[config.mk]
export PLATFORM = sky130hd
export DESIGN_NAME = serial_adder
export DESIGN_NICKNAME = d
export VERILOG_FILES = /design/src/rtl/serial_adder.sv
export SDC_FILE = /design/constraint.sdc
export NUM_CORES = 1
export LEC_CHECK = 0
export ABC_CLOCK_PERIOD_IN_PS = 2100
export CORE_MARGIN = 2
export CORE_UTILIZATION = 45
export CTS_CLUSTER_DIAMETER = 200
export DETAILED_ROUTE_END_ITERATION = 10
export GPL_ROUTABILITY_DRIVEN = 1
export GPL_TIMING_DRIVEN = 0
export PLACE_DENSITY_LB_ADDON = 0.2
export RECOVER_POWER = 100
export SYNTH_ARGS = -nofsm -noshare
export SYNTH_HDL_FRONTEND = slang
export SYNTH_SLANG_ARGS = --single-unit
[constraint.sdc]
create_clock -name clk -period 2.1 [get_ports clk]
set_input_delay 0.42 -clock clk [delete_from_list [all_inputs] [get_ports clk]]
set_output_delay 0.42 -clock clk [all_outputs]
set_load 0.005 [all_outputs]
[src/rtl/serial_adder.sv]
// Bit-serial adder: one result bit per clock, LSB first, WIDTH+1 cycles per operation.
// Optional subtract mode is enabled by defining SERIAL_ADDER_SUB_EN (adds the 'sub' port).
module serial_adder #(
    parameter int unsigned WIDTH = 8
) (
    input  logic             clk,
    input  logic             rst,
    input  logic             start,
    input  logic [WIDTH-1:0] a,
    input  logic [WIDTH-1:0] b,
    input  logic             cin,
`ifdef SERIAL_ADDER_SUB_EN
    input  logic             sub,
`endif
    output logic             busy,
    output logic             done,
    output logic [WIDTH-1:0] sum,
    output logic             cout
);

    localparam int unsigned CW = $clog2(WIDTH + 1);
    localparam logic [CW-1:0] LAST = CW'(WIDTH - 1);

    typedef enum logic [1:0] {
        ST_IDLE,
        ST_SHIFT,
        ST_DONE
    } state_t;

    state_t           r_state;
    logic [WIDTH-1:0] r_a;
    logic [WIDTH-1:0] r_b;
    logic [WIDTH-1:0] r_psum;
    logic             r_c;
    logic [CW-1:0]    r_cnt;
    logic             r_busy;
    logic             r_done;
    logic [WIDTH-1:0] r_sum;
    logic             r_cout;

    logic             w_s;
    logic             w_c;
    logic [WIDTH-1:0] w_b_load;
    logic             w_c_load;

    always_comb begin
        w_s = r_a[0] ^ r_b[0] ^ r_c;
        w_c = (r_a[0] & r_b[0]) | (r_a[0] & r_c) | (r_b[0] & r_c);
`ifdef SERIAL_ADDER_SUB_EN
        // a - b computed as a + ~b + 1; cout then reads as "no borrow"
        w_b_load = sub ? ~b : b;
        w_c_load = sub ? 1'b1 : cin;
`else
        w_b_load = b;
        w_c_load = cin;
`endif
    end

    always_ff @(posedge clk or posedge rst) begin
        if (rst) begin
            r_state <= ST_IDLE;
            r_a     <= '0;
            r_b     <= '0;
            r_psum  <= '0;
            r_c     <= 1'b0;
            r_cnt   <= '0;
            r_busy  <= 1'b0;
            r_done  <= 1'b0;
            r_sum   <= '0;
            r_cout  <= 1'b0;
        end else begin
            case (r_state)
                ST_IDLE: begin
                    r_done <= 1'b0;
                    if (start) begin
                        r_a     <= a;
                        r_b     <= w_b_load;
                        r_c     <= w_c_load;
                        r_cnt   <= '0;
                        r_busy  <= 1'b1;
                        r_state <= ST_SHIFT;
                    end
                end
                ST_SHIFT: begin
                    r_a    <= {1'b0, r_a[WIDTH-1:1]};
                    r_b    <= {1'b0, r_b[WIDTH-1:1]};
                    r_psum <= {w_s, r_psum[WIDTH-1:1]};
                    r_c    <= w_c;
                    r_cnt  <= r_cnt + 1'b1;
                    if (r_cnt == LAST) begin
                        // final bit goes straight into the result alongside the shift
                        r_sum   <= {w_s, r_psum[WIDTH-1:1]};
                        r_cout  <= w_c;
                        r_done  <= 1'b1;
                        r_state <= ST_DONE;
                    end
                end
                ST_DONE: begin
                    r_done  <= 1'b0;
                    r_busy  <= 1'b0;
                    r_state <= ST_IDLE;
                end
                default: begin
                    r_done  <= 1'b0;
                    r_busy  <= 1'b0;
                    r_state <= ST_IDLE;
                end
            endcase
        end
    end

    assign busy = r_busy;
    assign done = r_done;
    assign sum  = r_sum;
    assign cout = r_cout;

endmodule
==> summary.md, run 1 <==
| Metric | Value |
|---|---|
| DR vias/cell | 5.24 |
| Met1 WL | 1550 microns |
| Pwr dens | 1330 nW/um^2 |
| Vias post-DR | 1,300 |
| Initial core utilization | 47.8% |
| Clk_lat worst skew | 0.29 ns |
| Die Span X | 66.8 microns |
| Clock sink total | 41 |
| Cells on Worst Hold Path | 2 |
| Row count | 22 |
| Met2 routed WL | 1660 microns |
| Area Growth Syn to Fin | 24.0% |
| Syn Area/Cell | 11.0 sq um |
| Outcome | finished, final reports clean |
| Final global-route overflow total | 0 |
| F_max | 0.571 GHz |
| Drt pass-1 iters | 4 |
| RSZ-0062 raised after global routing | false |
| Layout cells sized above 1 | 12.5% |
| Setup ws final | 0.350 ns |
| Post-synth net total | 184 |
| Post-Syn Instances | 162 |
| Max clock buf depth | 2 |
| I/O pins | 31 |
| Max cap viols | 0 |
| Origin of the worst min-delay path | r_a[1] |
| Vias in the first global route | 1,306 |
| Relative slew slack | 44.9% |
| Core box area | 3720 sq um |
| Clock slew at reported path FFs | 0.08 ns |
| DRC viols | 0 |
| Final antenna-violating net count | 0 |
| Initial antenna violation count | 0 |
| Worst Path Max Fanout | 10 |
| Final RePlAce weighted congestion | 0.759 |
| Setup slack, reg-to-reg | 0.35 ns |
| Detailed-placement wirelength estimate | 2450 microns |
| Worst R2R Start | r_state[1] |
| Total track usage | 17.9% |
| CTS Buf Count | 5 |
| Routed WL | 3390 microns |
| Final worst-path cycle share | 83.3% |
| Fin. max-slew vios | 0 |
| Count of cell types in the netlist | 24 |
| VDD IR-drop max | 665 uV |
| Die H | 66.8 microns |
| Hold_buf cts | 0 |
| Largest net degree at the start of global routing | 42 |
| I/O Buffers | 30 |
| WS Path Type | reg -> reg |
| Lkg Pwr | 0.00103 uW |
| Root Driver | clkbuf_8 |
| R2R cell count | 4 |
| # H-tree levels | 2 |
| Uppermost routed layer | met4 |
| Nets | 221 |
| Clock skew | 0.00525 ns |
| Ant diodes | 0 |
| Min cycle time layout | 1.75 ns |
| Setup crit end kind | flip-flop |
| Synth Cell Area | 1780 sq um |
| Final hold vios | 0 |
| Crit path arrival time | 1.92 ns |
| HP Class | reg -> reg |
| Wire per inst | 13.7 microns |
| Synth Register Bits | 41 |
| Pre-CTS WS | 0.132 ns |
| First-pass GRT wire length | 5900 microns |
| Pwr Total | 2930 uW |
| Worst Tran Pin Value | 0.826 ns |
| Die area | 4460 sq um |
| Detailed Route Iter0 Violations | 59 |
| CTS tree | done |
| R2r endpoint | sum[4] |
| Final setup viols | 0 |
| Req. time, crit path | 2.27 ns |
| Final core occ | 59.3% |
| Post-CTS Resized | 0 |
| Yosys warnings | 0 |
| Seq/Total Area, Yosys | 57.8% |
| Setup TNS | 0 ns |
| Startpoint types | flip-flop |
| Postcts setup bufs | 0 |
| WHS Endpoint | r_a[1] |
| Metal3 WL | 159 microns |
-- cell type report --
class,count,area (sq um)
inverters,1,3.75
repair buffers,30,300
plain buffers,9,40.0
multi-input cells,111,689
fillers,318,1510
clock buffers,6,72.6
well taps,48,60.1
clock inverters,2,10.0
flip-flops and latches,41,1030
-- critical path: stages, from the launching register on --
cell and delay, ns:
dfrtp_1 0.40, nand2b_1 0.15, clkbuf_2 0.21, nor3_4 0.48
mux2_2 0.40
-- cell usage after synthesis, drive strengths merged --
library cell / n / area (sq um)
a21oi: 10 / 50.1
a22o: 4 / 35.0
a22oi: 10 / 75.1
and2: 1 / 6.26
and2b: 1 / 7.51
and3b: 6 / 52.6
buf: 7 / 41.3
clkbuf: 2 / 7.51
dfrtp: 41 / 1030
fa: 1 / 20.0
ha: 1 / 12.5
inv: 1 / 3.75
mux2: 10 / 113
nand2: 35 / 131
nand2b: 1 / 13.8
nand3: 1 / 5.00
nor2: 4 / 15.0
nor2b: 6 / 37.5
nor3: 1 / 16.3
o21a: 1 / 7.51
o21ai: 16 / 80.1
o21bai: 1 / 11.3
o31ai: 1 / 7.51
-- metrics by stage --
stage / instances / hold WS, ns / area (sq um)
floorplan: 162 / 0.440 / 1780
global placement: 240 / 0.456 / 2140
detailed placement: 240 / 0.470 / 2140
CTS: 248 / 0.488 / 2220
global route: 248 / 0.513 / 2200
finish: 248 / 0.483 / 2200
-- layer usage --
layer / vias up / global-route usage [%]
met5: - / 0
met2: 32 / 28.7
met1: 636 / 23.3
li1: 630 / -
met3: 2 / 3.89
met4: 0 / 7.65
-- kinds of logic after synthesis --
kind of cell	share of synthesized area, %
multiplexers	6.34
buffers and inverters	2.96
AO/OA/AOI/OAI	15.0
flip-flops	57.8
AND/OR/NAND/NOR	16.1
adder cells (fa/ha/maj)	1.83
-- cells in the final DEF, fill, tap and decap left out, types with 2 or more instances in the layout --
cell / count
and3b_1: 6
nand2_1: 35
nor2_1: 4
clkinv_2: 2
a21oi_1: 10
mux2_2: 10
dfrtp_1: 41
a22o_1: 4
dlygate4sd3_1: 13
nor2b_1: 6
clkdlybuf4s50_1: 17
o21ai_0: 16
a22oi_1: 10
clkbuf_1: 5
clkbuf_8: 5
buf_2: 4
-- worst max path at each step --
stage	startpoint	to	slack [ns]	depth (start not counted)
detailed placement	start	r_b[1]	0.13	5
global placement	rst	r_a[5]	-0.06	2
CTS	r_state[1]	sum[4]	0.41	4
global route	r_state[1]	sum[7]	0.22	4
floorplan	r_state[1]	cout	0.64	4
finish	r_state[1]	sum[4]	0.35	4
-- power breakdown --
group / switching, uW / leakage (uW) / internal (uW)
logic: 570 / 0.000458 / 548
clock network: 252 / 0.0000450 / 230
registers: 208 / 0.000530 / 1120
-- registers in the layout, indices dropped and copies added, names as in the netlist --
| register | count |
|---|---|
| busy | 1 |
| sum | 8 |
| r_a | 8 |
| done | 1 |
| r_c | 1 |
| r_state | 2 |
| r_psum | 7 |
| r_b | 8 |
| r_cnt | 4 |
| cout | 1 |
Note: power is estimated with default switching activity, not from simulation.
==> run 2: changes to the inputs <==
ABC_CLOCK_PERIOD_IN_PS = 1400   (was 2100)
clock period = 1.4 ns   (was 2.1 ns; I/O delays follow)
==> run 2 against run 1 <==
Compared with the run above:
- the flow now finishes with violations (negative setup slack)
- highest routed layer unchanged
- core utilization rose by 4.6 points
- final cell count rose by 5.6%
- worst hold slack improved by 0.0023 ns
- sequential share of layout area fell by 3.3 points
- largest cell class unchanged
- largest power group is now combinational logic
- non-clock buffer count rose by 14
- sequential cell count did not move
- clock skew rose by 0.00099 ns
==> summary.md, run 2 (synthesis gave the netlist of run 1 again) <==
| Metric | Value |
|---|---|
| Outcome | complete, but fails checks |
| Failing checks | negative setup slack |
| Clk pwr share | 15.1% |
| Max clock buf depth | 2 |
| Wire per inst | 14.1 microns |
| Final antenna-violating net count | 0 |
| Row count | 22 |
| Routed WL | 3680 microns |
| I/O Buffers | 30 |
| Detailed Route Iter0 Violations | 94 |
| Delay-heaviest family, CP | flip-flops |
| Switching power share of the total | 34.6% |
| Stages on worst setup path | 5 |
| Max cap viols | 0 |
| CP cell instances | ha_2, nand2_2, nor3_4, buf_6, mux2_4 |
| Startpoint types | flip-flop |
| Detailed-placement wirelength estimate | 2450 microns |
| Pwr dens | 2050 nW/um^2 |
| Crit path launch | r_cnt[0] |
| Ant diodes | 0 |
| Area Growth Syn to Fin | 33.6% |
| Final global-route overflow total | 0 |
| CP max stage delay | 0.38 ns |
| Cell Int Power | 3180 uW |
| Crit path arrival time | 1.59 ns |
| # H-tree levels | 2 |
| HP Class | in -> async |
| End point of the critical path | sum[4] |
| Clock slew at reported path FFs | 0.08 ns |
| Worst Tran Pin Value | 0.847 ns |
| Req. time, crit path | 1.58 ns |
| Lkg Pwr | 0.00115 uW |
| Final hold vios | 0 |
| Root Driver | clkbuf_8 |
| F_max | 0.705 GHz |
| Fin. max-slew vios | 0 |
| WS Path Type | reg -> reg |
| Final RePlAce weighted congestion | 0.759 |
| Worst Path Max Fanout | 7 |
| R2r endpoint | sum[4] |
| Hold Slack | 0.485 ns |
| Vias post-DR | 1,372 |
| Worst R2R Start | r_cnt[0] |
| Worst Path Buf+Inv | 1 |
| Min cycle time layout | 1.42 ns |
| Most frequent cells in the layout | dfrtp_1, nand2_1, buf_4, clkdlybuf4s50_1, o21ai_0 |
| Setup ws final | -0.0180 ns |
| Sequential share of power | 41.2% |
| Core box area | 3720 sq um |
| Clk_lat worst skew | 0.29 ns |
| Layout cells sized above 1 | 22.0% |
| Logic pwr share | 43.6% |
| Relative slew slack | 43.5% |
| Setup crit end kind | flip-flop |
| Die H | 66.8 microns |
| RSZ-0062 raised after global routing | true |
| Most common cell after layout, fill and taps aside | dfrtp_1 |
| Initial antenna violation count | 0 |
| Die Span X | 66.8 microns |
| Setup slack, reg-to-reg | -0.02 ns |
| Setup TNS | -0.0638 ns |
| I/O pins | 31 |
| Slowest-stage cell, CP | dfrtp_1 |
| CTS Buf Count | 5 |
| Largest net degree at the start of global routing | 42 |
| VDD IR-drop max | 863 uV |
| Clock sink total | 41 |
| DR vias/cell | 5.24 |
| First-pass GRT wire length | 6230 microns |
| Initial core utilization | 47.8% |
| NetSw | 1680 uW |
| Total track usage | 18.8% |
| CTS tree | done |
| DRC viols | 0 |
| Final core occ | 63.8% |
| Final worst-path cycle share | 101% |
| Die area | 4460 sq um |
| Pre-CTS WS | -0.428 ns |
| R2R cell count | 5 |
| Clock skew | 0.00624 ns |
| Nets | 235 |
| Final setup viols | 8 |
| Vias in the first global route | 1,390 |
| Drt pass-1 iters | 4 |
[run 2: worst min-delay path by stage]
stage | startpoint | end | slack (ns) | cells past startpoint
finish | rst | r_c | 0.49 | 2
floorplan | a[7] | r_a[7] | 0.41 | 1
global placement | r_psum[1] | r_psum[1] | 0.46 | 2
CTS | r_a[1] | r_a[1] | 0.49 | 2
global route | r_b[2] | r_b[2] | 0.52 | 2
detailed placement | r_psum[1] | r_psum[1] | 0.47 | 2
[run 2: power by group through the flow]
| stage | Clock [uW] | Combinational, uW | Sequential, uW |
|---|---|---|---|
| 4_1_cts | 748 | 1970 | 2000 |
| 2_1_floorplan | 0 | 1190 | 1960 |
| 3_3_place_gp | 0 | 1760 | 1990 |
| 6_report | 735 | 2120 | 2010 |
| 5_1_grt | 808 | 2390 | 2070 |
| 3_5_place_dp | 0 | 1820 | 2030 |
[run 2: per-layer routing]
metal / share of wire (%) / up-vias / track usage (%)
met2: 48 / 34 / 30.3
li1: - / 661 / -
met5: 0 / - / 0
met3: 4.7 / 7 / 3.89
met1: 46 / 670 / 24.8
met4: 1.7 / 0 / 7.65
[run 2: worst register-to-register path, delay by kind of cell (launching register included)]
kind / cells / cell delay [ns]
multiplexers: 1 / 0.31
buffers and inverters: 1 / 0.18
flip-flops: 1 / 0.38
adder cells (fa/ha/maj): 1 / 0.20
AND/OR/NAND/NOR: 2 / 0.23
[run 2: area by class of cell]
| class | count | area (sq um) |
|---|---|---|
| fillers | 304 | 1340 |
| flip-flops and latches | 41 | 1030 |
| inverters | 1 | 3.75 |
| well taps | 48 | 60.1 |
| clock buffers | 6 | 72.6 |
| repair buffers | 45 | 403 |
| clock inverters | 2 | 10.0 |
| multi-input cells | 111 | 739 |
| plain buffers | 8 | 57.6 |
[run 2: what timing repair did]
action                                  4_1_cts  5_1_grt
buffers inserted                             10        5
pin swaps                                     2        3
endpoints found under the setup margin       33       31
hold endpoints to repair                      0        0
gates resized for setup                      22       14
hold buffers                                  0        0
[run 2: per-stage QoR]
step	std cells	area [sq um]	power, uW
finish	262	2370	4860
global route	262	2370	5270
CTS	258	2310	4710
detailed placement	240	2140	3850
global placement	240	2140	3750
floorplan	162	1780	3150
==> run 3: changes to the inputs <==
CAP_MARGIN = 20   (was not set)
==> results of run 3 <==
Same layout as run 2: the final DEF is identical, and so are final timing and power.
